$ cat config.mk
export PLATFORM = sky130hd
export DESIGN_NAME = traffic_ctrl_fsm_flat
export DESIGN_NICKNAME = d
export VERILOG_FILES = /design/src/rtl/traffic_ctrl_if.sv /design/src/rtl/traffic_ctrl_fsm.sv /design/src/flat_wrapper.sv
export SDC_FILE = /design/constraint.sdc
export NUM_CORES = 1
export LEC_CHECK = 0
export CAP_MARGIN = 5
export CORE_MARGIN = 4
export CORE_UTILIZATION = 51
export CTS_CLUSTER_DIAMETER = 100
export DETAILED_ROUTE_END_ITERATION = 7
export HOLD_SLACK_MARGIN = 0.08
export PLACE_DENSITY_LB_ADDON = 0.15
export SLEW_MARGIN = 15
export SYNTH_ARGS = -nofsm -noshare
export SYNTH_HDL_FRONTEND = slang
export SYNTH_SLANG_ARGS = --single-unit
export TNS_END_PERCENT = 100
$ cat constraint.sdc
create_clock -name clk -period 1.75 [get_ports clk]
set_clock_uncertainty 0.2 [all_clocks]
set_input_delay 0.4375 -clock clk [delete_from_list [all_inputs] [get_ports clk]]
set_output_delay 0.4375 -clock clk [all_outputs]
set_load 0.005 [all_outputs]
$ cat src/rtl/traffic_ctrl_if.sv
// Light-controller <-> timer/sensor bundle; master is the FSM, slave the timer/sensor side.
interface traffic_ctrl_if;
    logic       car;
    logic       long_to;
    logic       short_to;
    logic       tmr_sel;
    logic       tmr_start;
    logic [1:0] hwy_light;
    logic [1:0] farm_light;
    logic [2:0] state_dbg;

    modport master (
        input  car,
        input  long_to,
        input  short_to,
        output tmr_sel,
        output tmr_start,
        output hwy_light,
        output farm_light,
        output state_dbg
    );

    modport slave (
        output car,
        output long_to,
        output short_to,
        input  tmr_sel,
        input  tmr_start,
        input  hwy_light,
        input  farm_light,
        input  state_dbg
    );
endinterface

$ cat src/rtl/traffic_ctrl_fsm.sv
// Highway/farm-road light sequencer closing the loop with the interval timer, with a counted all-red gap.
// Latency: outputs registered, one edge after the deciding input; no backpressure, timeouts are one-cycle pulses.
module traffic_ctrl_fsm #(
    parameter int               CNT_W      = 26,
    parameter logic [CNT_W-1:0] ALLRED_CYC = 26'd24_999_999
) (
    input  logic                  clk,
    input  logic                  rst_n,
    traffic_ctrl_if.master        bus
);

    typedef enum logic [2:0] {
        HG  = 3'd0,
        HY  = 3'd1,
        AR1 = 3'd2,
        FG  = 3'd3,
        FY  = 3'd4,
        AR2 = 3'd5
    } state_e;

    state_e           state_q, state_d;
    logic [CNT_W-1:0] clr_cnt_q, clr_cnt_d;
    logic             car_meta_q, car_s_q;
    logic             req_q, req_d;
    logic             pending_start_q;
    logic             tmr_sel_q, tmr_sel_d;
    logic             tmr_start_q, tmr_start_d;
    logic [1:0]       hwy_q, hwy_d;
    logic [1:0]       farm_q, farm_d;
    logic             rearm;
    logic             entering;
    logic             clr_done;

    assign clr_done = (clr_cnt_q == ALLRED_CYC);

    always_comb begin
        state_d   = state_q;
        clr_cnt_d = '0;
        rearm     = 1'b0;
        case (state_q)
            HG: begin
                if (bus.long_to) begin
                    if (req_q) state_d = HY;
                    else       rearm   = 1'b1;
                end
            end
            HY: if (bus.short_to) state_d = AR1;
            AR1: begin
                if (clr_done) state_d   = FG;
                else          clr_cnt_d = clr_cnt_q + CNT_W'(1);
            end
            FG: if (bus.long_to)  state_d = FY;
            FY: if (bus.short_to) state_d = AR2;
            AR2: begin
                if (clr_done) state_d   = HG;
                else          clr_cnt_d = clr_cnt_q + CNT_W'(1);
            end
            default: state_d = HG;
        endcase

        // All-red states never restart the timer; it is only re-armed on a lit state entry.
        entering    = (state_d != state_q) &&
                      (state_d == HG || state_d == HY || state_d == FG || state_d == FY);
        tmr_start_d = pending_start_q | entering | rearm;
        tmr_sel_d   = tmr_start_d ? (state_d == HY || state_d == FY) : tmr_sel_q;

        // Clearing on farm-green entry takes priority over a simultaneous sensor hit.
        if (state_d == FG && state_q != FG)     req_d = 1'b0;
        else if (car_s_q && state_q != FG)      req_d = 1'b1;
        else                                    req_d = req_q;

        hwy_d  = 2'b00;
        farm_d = 2'b00;
        case (state_d)
            HG:      hwy_d  = 2'b10;
            HY:      hwy_d  = 2'b01;
            FG:      farm_d = 2'b10;
            FY:      farm_d = 2'b01;
            default: ;
        endcase
    end

    always_ff @(posedge clk) begin
        if (!rst_n) begin
            state_q         <= HG;
            clr_cnt_q       <= '0;
            car_meta_q      <= 1'b0;
            car_s_q         <= 1'b0;
            req_q           <= 1'b0;
            pending_start_q <= 1'b1;
            tmr_sel_q       <= 1'b0;
            tmr_start_q     <= 1'b0;
            hwy_q           <= 2'b10;
            farm_q          <= 2'b00;
        end else begin
            state_q         <= state_d;
            clr_cnt_q       <= clr_cnt_d;
            car_meta_q      <= bus.car;
            car_s_q         <= car_meta_q;
            req_q           <= req_d;
            pending_start_q <= 1'b0;
            tmr_sel_q       <= tmr_sel_d;
            tmr_start_q     <= tmr_start_d;
            hwy_q           <= hwy_d;
            farm_q          <= farm_d;
        end
    end

    assign bus.tmr_sel    = tmr_sel_q;
    assign bus.tmr_start  = tmr_start_q;
    assign bus.hwy_light  = hwy_q;
    assign bus.farm_light = farm_q;
    assign bus.state_dbg  = state_q;

endmodule

$ cat src/flat_wrapper.sv
// flat-port wrapper written by rule: the top's interface ports become plain ports
module traffic_ctrl_fsm_flat 
#(
    parameter int               CNT_W      = 26,
    parameter logic [CNT_W-1:0] ALLRED_CYC = 26'd24_999_999
)
  (clk, rst_n, bus_car, bus_long_to, bus_short_to, bus_tmr_sel, bus_tmr_start, bus_hwy_light, bus_farm_light, bus_state_dbg);
  traffic_ctrl_if bus_i ();
  input  logic clk;
  input  logic rst_n;
  input wire logic [$bits(bus_i.car)-1:0] bus_car;
  input wire logic [$bits(bus_i.long_to)-1:0] bus_long_to;
  input wire logic [$bits(bus_i.short_to)-1:0] bus_short_to;
  output wire logic [$bits(bus_i.tmr_sel)-1:0] bus_tmr_sel;
  output wire logic [$bits(bus_i.tmr_start)-1:0] bus_tmr_start;
  output wire logic [$bits(bus_i.hwy_light)-1:0] bus_hwy_light;
  output wire logic [$bits(bus_i.farm_light)-1:0] bus_farm_light;
  output wire logic [$bits(bus_i.state_dbg)-1:0] bus_state_dbg;
  assign bus_i.car = bus_car;
  assign bus_i.long_to = bus_long_to;
  assign bus_i.short_to = bus_short_to;
  assign bus_tmr_sel = bus_i.tmr_sel;
  assign bus_tmr_start = bus_i.tmr_start;
  assign bus_hwy_light = bus_i.hwy_light;
  assign bus_farm_light = bus_i.farm_light;
  assign bus_state_dbg = bus_i.state_dbg;
  traffic_ctrl_fsm #(.CNT_W(CNT_W), .ALLRED_CYC(ALLRED_CYC)) u_core (.clk(clk), .rst_n(rst_n), .bus(bus_i));
endmodule
# Word level (Yosys, flattened, before mapping)
# Index checks and enable logic that the tools add are counted.
dict set report totals {
  register_bits 39
  in_bits 5
}
dict set report classes {
  add_sub_neg 1
  n_eq_ne 11
  muxes 14
  bitwise_logic 4
  reduce_logical 12
}
# cell n
set ops {}
lappend ops {{$add A26 B1 Y26 const B} 1}
lappend ops {{$eq A26 B25 Y1 const B} 1}
lappend ops {{$mux W3} 7}
lappend ops {{$pmux W3 S6} 1}
lappend ops {{$eq A3 B2 Y1 const B} 3}
lappend ops {{$eq A3 B3 Y1 const B} 3}
lappend ops {{$pmux W2 S2} 2}
lappend ops {{$eq A3 B1 Y1 const B} 2}
lappend ops {{$logic_not A3 Y1} 2}
lappend ops {{$logic_or A1 B1 Y1} 4}
lappend ops {{$mux W1} 4}
lappend ops {{$reduce_or A2 Y1} 2}
lappend ops {{$logic_and A1 B1 Y1} 3}
lappend ops {{$ne A3 B2 Y1 const B} 1}
lappend ops {{$ne A3 B3 Y1} 1}
lappend ops {{$reduce_or A3 Y1} 1}
lappend ops {{$not A1 Y1} 2}
lappend ops {{$or A1 B1 Y1} 2}

# Depth between registers and ports, before layout
dict set report logic_depth {
  ltp_word 10
  depth_mapped 7
  depth_no_buf 6
}

# Least setup slack after synthesis
# No wires, ideal clock.
dict set report synth_path {
  path_kind {input to register}
  start {in bus_long_to}
  end {reg u_core.tmr_sel_q (netlist: u_core.bus.tmr_sel)}
  arrival_ps 1550
  path_slack_ps -72
  cell_stages 7
  path_cell_list {buf_2 nand2_1 o32a_1 o211ai_1 o21ai_0 a21oi_2 mux2i_1}
}
dict set report synth_between {
  elab_chain_cells 9
  word_cells_on_any_way 17
}
# element line
set synth_rtl {}
lappend synth_rtl {{start: declaration} flat_wrapper.sv:12} ;# input wire logic [$bits(bus_i.long_to)-1:0] bus_long_to;
lappend synth_rtl {{$mux W3, on equally long branches} {traffic_ctrl_fsm.sv:52, traffic_ctrl_fsm.sv:42}}
lappend synth_rtl {{$pmux W3 S6} traffic_ctrl_fsm.sv:40} ;# case (state_q)
lappend synth_rtl {{$eq A3 B1 Y1 / $logic_not A3 Y1 (equally long branches)} {traffic_ctrl_fsm.sv:63, traffic_ctrl_fsm.sv:65}}
lappend synth_rtl {{$logic_or A1 B1 Y1 (3 in a row)} traffic_ctrl_fsm.sv:63} ;# (state_d == HG || state_d == HY || state_d == FG || state_d == FY);
lappend synth_rtl {{$logic_and A1 B1 Y1} traffic_ctrl_fsm.sv:62} ;# entering = (state_d != state_q) &&
lappend synth_rtl {{$or A1 B1 Y1 (2 in a row)} traffic_ctrl_fsm.sv:64} ;# tmr_start_d = pending_start_q | entering | rearm;
lappend synth_rtl {{end signal: assignment} traffic_ctrl_fsm.sv:102} ;# tmr_sel_q <= tmr_sel_d;
lappend synth_rtl {{end: declaration} traffic_ctrl_fsm.sv:26} ;# logic tmr_sel_q, tmr_sel_d;
# Parallel ways exist; a longest one is shown, timed or not.
# A chain may end at the register's enable or synchronous reset.

# Final worst setup path
dict set report layout_path {
  start {reg u_core.clr_cnt_q[6]}
  end {reg u_core.hwy_q[1] (netlist: u_core.bus.hwy_light[1])}
}
dict set report layout_between {
  elab_chain_cells 5
  word_cells_on_any_way 7
}
# element line
set layout_rtl {}
lappend layout_rtl {{start: declaration} traffic_ctrl_fsm.sv:22} ;# logic [CNT_W-1:0] clr_cnt_q, clr_cnt_d;
lappend layout_rtl {{start signal: assignment} traffic_ctrl_fsm.sv:97} ;# clr_cnt_q <= clr_cnt_d;
lappend layout_rtl {{$eq A26 B25 Y1 (*)} traffic_ctrl_fsm.sv:34} ;# assign clr_done = (clr_cnt_q == ALLRED_CYC);
lappend layout_rtl {{$mux W3, on equally long branches} {traffic_ctrl_fsm.sv:55, traffic_ctrl_fsm.sv:49}}
lappend layout_rtl {{$pmux W3 S6 (*)} traffic_ctrl_fsm.sv:40}
lappend layout_rtl {{$eq A3 B1 Y1 / $logic_not A3 Y1 (equally long branches)} traffic_ctrl_fsm.sv:74} ;# case (state_d)
lappend layout_rtl {{$pmux W2 S2 (*)} traffic_ctrl_fsm.sv:74}
lappend layout_rtl {{end signal: assignment} traffic_ctrl_fsm.sv:104} ;# hwy_q <= hwy_d;
lappend layout_rtl {{end: declaration} traffic_ctrl_fsm.sv:28} ;# logic [1:0] hwy_q, hwy_d;
# Mark *: on every way between the ends. The rest lies on a longest branch, timed or not.

==> results.sh <==
export IMPL_required_ns=1.73
export IMPL_antenna_cells=0
export IMPL_drc=0
export IMPL_cpPeakStageDelay_ns=0.42
export IMPL_viasPerCell=5.38
export IMPL_drv_slew=0
export IMPL_min_delay_path_class="reg2reg"
export IMPL_cts_buffer_depth=2
export IMPL_cap_violations=0
export IMPL_power_density_mw_per_mm2=578
export IMPL_synth_seq_cells=39
export IMPL_drt_met1_wl_um=2150
export IMPL_status="finished, violations left"
export IMPL_path_cells="nor4b_2 -> nand4_1 -> or3_4 -> nor2_4 -> o31ai_2 -> and3_1"
export IMPL_fin_nets=294
export IMPL_grt_usage=0.240
export IMPL_relSlewSlack=0.728
export IMPL_ys_top_cells_by_area="dfxtp_1, xor2_1, nor2_1, and3_1, xnor2_1"
export IMPL_die_height_um=68.5
export IMPL_synth_fa_ha_area_frac=0.00670
export IMPL_vdd_drop_max_mv=0.662
export IMPL_fillers=216
export IMPL_end_kind="register"
export IMPL_setup_violations=33
export IMPL_avgSynthCellArea_sq_um=8.90
export IMPL_synth_ff_type="dfxtp_1"
export IMPL_leakage_uw=0.00114
export IMPL_core_area_sq_mm=0.00344
export IMPL_clkLatencyLatePin_ns=0.29
export IMPL_hold_depth=1
export IMPL_multiInputGateArea_sq_mm=0.00118
export IMPL_initialDrtViolationCount=100
export IMPL_holdWs_ns=0.233
export IMPL_num_vias=1801
export IMPL_firstDrtPassIters=4
export IMPL_ys_seq_area_frac=0.418
export IMPL_area_growth_pct=47.6
export IMPL_avgRoutedWirePerCell_um=15.1
export IMPL_chipWidth_um=68.5
export IMPL_numCtsBuffers=5
export IMPL_grt_pass1_wl_um=8330
export IMPL_ant_nets=0
export IMPL_antenna_found_initial=0
export IMPL_wirelength_um=5070
export IMPL_initial_core_util=0.543
export IMPL_violations="negative setup slack"
export IMPL_dpl_hpwl_um=3120
export IMPL_synth_top_area_share=0.418
export IMPL_path_class="reg2reg"
export IMPL_first_global_vias=1863
export IMPL_synthSimpleGateAreaFrac=0.308
export IMPL_start_kind="register"
export IMPL_synth_cell_type_count=52
export IMPL_fin_cells=335
export IMPL_postSynth_asyncResetShare=0
export IMPL_overflow=0
export IMPL_placementRows=21
export IMPL_synth_enable_flop_cells=0
export IMPL_place_area_sq_mm=0.00239
export IMPL_fin_crit_ns=1.97
export IMPL_grt_max_degree=12
export IMPL_fin_crit_sh=1.13
export IMPL_synthXorXnorAreaFrac=0.113
export IMPL_worstPathArrival_ns=1.95
export IMPL_clk_pin_slew_worst_paths_ns=0.08
export IMPL_post_place_ws_ns=-0.495
export IMPL_hold_buffers=0
export IMPL_io_pin_count=14
export IMPL_synth_area_sq_mm=0.00187
export IMPL_cts_tree="yes"
export IMPL_final_hold_viol_count=0
export IMPL_fmax_mhz=507
export IMPL_numClockSinks=39
export IMPL_yosys_warnings=0
export IMPL_yosysTopAreaCell="dfxtp_1"
export IMPL_synthesis_nets=216
export IMPL_muxShareOfSynthArea=0.0167
export IMPL_placed_cells=311
export IMPL_regArea_sq_um=803
export IMPL_fin_ws_ns=-0.222
export IMPL_met3RoutedLength_um=205
export IMPL_top_layer="met4"
export IMPL_gp_congestion=0.962
export IMPL_synthCells=210
export IMPL_htreeDepth=2
export IMPL_final_cell_area_sq_mm=0.00276
export IMPL_worst_pin_slew_ns=0.404
export IMPL_cts_root_buf="clkbuf_8"
export IMPL_cpMaxStageDelayCell="or3_4"
export IMPL_rsz0062_at_grt="yes"
export IMPL_path_max_fanout=4
export IMPL_ff2ff_path_depth=6
export IMPL_synth_top_family_by_area="simple AND/OR/NAND/NOR gates"
export IMPL_portBuffers=13
export IMPL_die_area_sq_mm=0.00469
export IMPL_synth_compound_area_frac=0.0991
export IMPL_route_met2_wl_um=2630
export IMPL_layout_drive_gt1_share=0.412
==> area by class of cell <==
class	count	share of cell area
flip-flops and latches	39	0.291
multi-input cells	159	0.429
inverters	8	0.0109
clock buffers	7	0.0277
clock inverters	1	0.00182
repair buffers	75	0.219
well taps	46	0.0209
==> final timing paths <==
| check | from | to | slack, ns |
|---|---|---|---|
| worst max-delay path | u_core.clr_cnt_q[6] | u_core.bus.hwy_light[1] | -0.22 |
| worst min-delay path | u_core.car_meta_q | u_core.car_s_q | 0.23 |
| worst max register to register | u_core.clr_cnt_q[6] | u_core.bus.hwy_light[1] | -0.22 |
| worst min register to register | u_core.car_meta_q | u_core.car_s_q | 0.23 |
==> sequential cells by signal, indices dropped and copies added, names as in the netlist <==
signal,count
u_core.bus.state_dbg,3
u_core.car_s_q,1
u_core.bus.tmr_sel,1
u_core.req_q,1
u_core.bus.hwy_light,2
u_core.bus.farm_light,2
u_core.bus.tmr_start,1
u_core.clr_cnt_q,26
u_core.car_meta_q,1
u_core.pending_start_q,1
==> metal layers <==
layer,GRT usage,vias to the layer above
li1,-,883
met1,0.285,863
met2,0.420,46
met3,0.0519,9
met4,0.0893,0
met5,0,-
==> where the power goes <==
part           leakage (uW)  internal (uW)  switching [uW]  total [uW]
combinational      0.000776           60.7            50.9         112
sequential         0.000323            895            6.34         901
clock             0.0000422            280             301         580
total               0.00114           1240             358        1590
==> worst max-delay path, delay by kind of cell (launching register included) <==
| family | cells | cell delay, ns |
|---|---|---|
| and+or+nand+nor | 5 | 1.25 |
| AOI/OAI and AO/OA | 1 | 0.08 |
| DFF | 1 | 0.34 |
==> cell usage after synthesis (3+ instances only) <==
library cell,n
and2_1,5
xor2_1,17
nor2_1,33
nand4_1,6
nand2_1,16
nand3_1,8
inv_1,8
xnor2_1,7
buf_2,4
o21ai_0,5
buf_4,3
dfxtp_1,39
and3_1,10
==> layout by cell type, fill, tap and decap left out, types with 2 or more instances in the layout <==
cell type        instances
buf_4                   59
dfxtp_1                 25
nor2_1                  24
xor2_1                  17
nand2_1                 15
dfxtp_2                 12
and3_1                   9
inv_1                    8
nor2_4                   8
xnor2_1                  7
nand3_1                  7
dlygate4sd2_1            7
nand4_1                  6
clkbuf_8                 5
and2_1                   4
o21ai_0                  4
clkdlybuf4s50_1          4
nand2_8                  3
nor2_2                   3
buf_6                    3
or2_1                    2
and4_4                   2
nand2_2                  2
nand2b_1                 2
o21ai_1                  2
mux2i_1                  2
a21oi_2                  2
a31oi_1                  2
o211ai_1                 2
o21a_1                   2
clkbuf_1                 2
dlymetal6s2s_1           2
dfxtp_4                  2
==> stage by stage <==
step	util	total power, uW	TNS (ns)
2_1_floorplan	-	976	-0.0142
3_3_place_gp	0.695	1030	-4.71
3_5_place_dp	0.695	1030	-5.39
4_1_cts	0.787	1610	-1.96
5_1_grt	0.801	1650	-6.79
6_report	0.801	1590	-5.13
==> logic make-up (layout without fill, tap and decap cells) <==
kind of cell / Yosys count / in the layout
multiplexers: 3 / 3
AND/OR/NAND/NOR: 102 / 105
buffers and inverters: 15 / 91
adder cells (fa/ha/maj): 1 / 1
XOR/XNOR: 24 / 24
flip-flops: 39 / 39
AO/OA/AOI/OAI: 26 / 26
==> timing repair <==
| item | in CTS | in global routing |
|---|---|---|
| pin swaps | 16 | 6 |
| endpoints found under the setup margin | 36 | 36 |
| resized for setup | 40 | 14 |
| setup buffers | 13 | 2 |
| gates cloned | 3 | 0 |
Note: power is estimated with default switching activity, not from simulation.
==> RTL edit: new RTL, same settings <==
`CNT_W` is set to 26 in 2 places; all go to 30.
--- a/src/rtl/traffic_ctrl_fsm.sv
+++ b/src/rtl/traffic_ctrl_fsm.sv
@@ -2,5 +2,5 @@
 // Latency: outputs registered, one edge after the deciding input; no backpressure, timeouts are one-cycle pulses.
 module traffic_ctrl_fsm #(
-    parameter int               CNT_W      = 26,
+    parameter int               CNT_W      = 30,
     parameter logic [CNT_W-1:0] ALLRED_CYC = 26'd24_999_999
 ) (
--- a/src/flat_wrapper.sv
+++ b/src/flat_wrapper.sv
@@ -2,5 +2,5 @@
 module traffic_ctrl_fsm_flat 
 #(
-    parameter int               CNT_W      = 26,
+    parameter int               CNT_W      = 30,
     parameter logic [CNT_W-1:0] ALLRED_CYC = 26'd24_999_999
 )
Behaviour: no difference found for any inputs over 10 cycles, from zero or initial values and one cycle with rst_n low; that may be too few to reach the edited logic, so the function may still have changed.
==> RTL edit against the original RTL <==
  * The flow still finishes with violations (negative setup slack)
  * Utilization decreased by 4.9 points
  * Routed wire length decreased by 4.2%
  * Via count increased by 4.3%
  * Sequential cell count increased by 4
  * Setup slack got worse by 0.55 ns
  * Non-clock buffer count decreased by 1
  * Synthesized area increased by 2.7%
  * Cell area decreased by 0.18%
  * Total power increased by 14%
  * Die area increased by 2.4%
  * Cell count increased by 2.1%
  * Highest routed layer unchanged
==> RTL edit: results (changes against the original RTL) <==
| Metric | Value |
|---|---|
| Status | finished, violations left |
| Violated checks | negative setup slack |
| Share of async-settable or async-resettable flops after synthesis | 0% (unchanged) |
| Insertion delay of the later-clocked pin in the worst-skew pair | roughly 0.30 ns |
| Worst R2R End | u_core.bus.farm_light[0] |
| Hold Startpoint | u_core.car_meta_q |
| Worst Path Max Fanout | 4 (unchanged) |
| Post-synth top flop | sky130_fd_sc_hd__dfxtp_1 |
| Total clock buffers created by CTS | 5 (unchanged) |
| Critical R2R Launch | u_core.clr_cnt_q[23] |
| Yosys warning total | 0 (unchanged) |
| Internal power | 1.42 mW (+15%) |
| Post-detail-place hpwl | 3.37 mm (+8.1%) |
| Maximum number of pins on one net before global-route repair | 16 (+4) |
| H-tree Lvls | 2 (unchanged) |
| Depth of the worst register-to-register path | 5 (-1) |
| Antenna violations before repair | 0 (unchanged) |
| Root Buffer | sky130_fd_sc_hd__clkbuf_8 |
| Number of diodes | 0 (unchanged) |
| Fillcell total | 262 (+21%) |
| Pleak | 1.15 nW (+0.62%) |
| Number of unique standard cell types used by synthesis | 40 (-23%) |
| Top post-synthesis cells by area | sky130_fd_sc_hd__dfxtp_1 (45%), sky130_fd_sc_hd__xor2_1 (9.1%), sky130_fd_sc_hd__nor2_1 (7.0%), sky130_fd_sc_hd__nand3_1 (4.7%), sky130_fd_sc_hd__xnor2_1 (3.2%) |
| Largest register FFs | 30 (+15%) |
| Clock-pin slew of the registers on the worst-case setup and hold paths | 0.08 ns (about the same) |
| Final-stage net count | 299 (+1.7%) |
| WP data arrival | 2.52 ns (+0.57 ns) |
| DR iter-0 viols | 123 (+23%) |
| Total wirelength of the detailed-routed design | 4.86 mm (-4.2%) |
| Path type of the worst min-delay path | flop to flop |
| First-pass GRT wire length | 8.06 mm (-3.2%) |
| Most flops, register | u_core.clr_cnt_q |
| VDD IR-drop max | 0.636 mV (-4.0%) |
| Weighted congestion at the end of routability-driven global placement | 0.861 (-10%) |
| GRT Total Usage | 20.4% (-3.5 points) |
| Commonest cells in the netlist | sky130_fd_sc_hd__dfxtp_1 (43), sky130_fd_sc_hd__nor2_1 (36), sky130_fd_sc_hd__xor2_1 (20) |
| Final-layout setup total negative slack | -27.88 ns (-22.75 ns) |
| Register area share after synthesis | 44.9% (+3.1 points) |
| Clock Path Buffers | 2 (unchanged) |
| Post-route worst setup slack | -0.770 ns (-0.548 ns) |
| Normalized max-slew margin | 68.5% (-4.3 points) |
| Final setup violating endpoints | 38 (+15%) |
| Proportion of layout cells with a drive suffix above 1 | 27.9% (-13 points) |
| Net Count, Synth | 226 (+4.6%) |
| CP Class | flop to flop |
| Port-buffer cells | 13 (unchanged) |
| Number of vias per cell after detailed routing | 5.49 (+2.2%) |
| Number of global-route vias before repair | 1,883 (+1.1%) |
| Number of iterations in the first detailed-routing pass | 4 (unchanged) |
## RTL edit: changes by cell type after synthesis, sizes merged, moves of 3 or more
cell,unedited run,this run
and3,10,6
a21oi,4,8
nand2,18,12
buf,7,3
inv,8,4
dfxtp,39,43
xor2,17,20
or2,4,1
or4,0,3
nand3,8,18
clkbuf,0,5
## RTL edit: repair_timing
action                                  4_1_cts  5_1_grt
hold buffers                                  0        0
gates cloned                                  2        0
setup buffers                                 2        2
endpoints found under the setup margin       42       42
resized for setup                            15       13
pin swaps                                     2        6
## RTL edit: cells by family after synthesis
family / share of synthesized area, %
flops: 44.9
fa+ha+maj: 0.652
mux: 1.63
compound gates: 7.96
buf+inv: 2.94
xor+xnor: 12.3
simple gates: 29.6
## RTL edit: final cells by class
cell class	count	area share, %
flip-flops and latches	43	31.7
inverters	4	0.546
well taps	48	2.18
clock buffers	8	3.64
multi-input cells	165	38.4
repair buffers	74	23.6
## RTL edit: power groups by stage
stage	Sequential (mW)	Combinational [mW]	Clock, mW
after global routing	1.00	0.140	0.744
after floorplan	1.02	0.0538	0
final	0.998	0.130	0.682
after detailed placement	1.02	0.118	0
after global placement	1.02	0.115	0
after CTS	0.998	0.126	0.693
## RTL edit: worst min-delay path by stage
stage	cells past startpoint	to	slack, ns
finish	1	u_core.car_s_q	0.25
global route	1	u_core.car_s_q	0.27
CTS	1	u_core.car_s_q	0.25
detailed placement	1	u_core.car_s_q	0.24
global placement	1	u_core.car_s_q	0.22
floorplan	1	u_core.car_s_q	0.21
## RTL edit: per-layer routing
layer	global-route usage [%]	part of all wire [%]
met3	4.78	4.2
met1	22.1	41
met4	8.46	1.6
met2	37.7	54
met5	0	0
## RTL edit: worst max-delay path, cell delays in order, from the launching register on
cell and delay [ns]:
sky130_fd_sc_hd__dfxtp_2 0.32, sky130_fd_sc_hd__or4b_1 0.51, sky130_fd_sc_hd__or4_4 0.49, sky130_fd_sc_hd__or4_4 0.47
sky130_fd_sc_hd__a21o_1 0.23, sky130_fd_sc_hd__and4bb_1 0.19
## RTL edit: metrics by stage
stage / setup WS [ns] / cells / instance area, µm²
CTS: -0.739 / 340 / 2700
detailed placement: -0.813 / 328 / 2490
floorplan: -0.697 / 220 / 1920
global route: -0.818 / 342 / 2750
finish: -0.770 / 342 / 2750
global placement: -0.758 / 328 / 2490
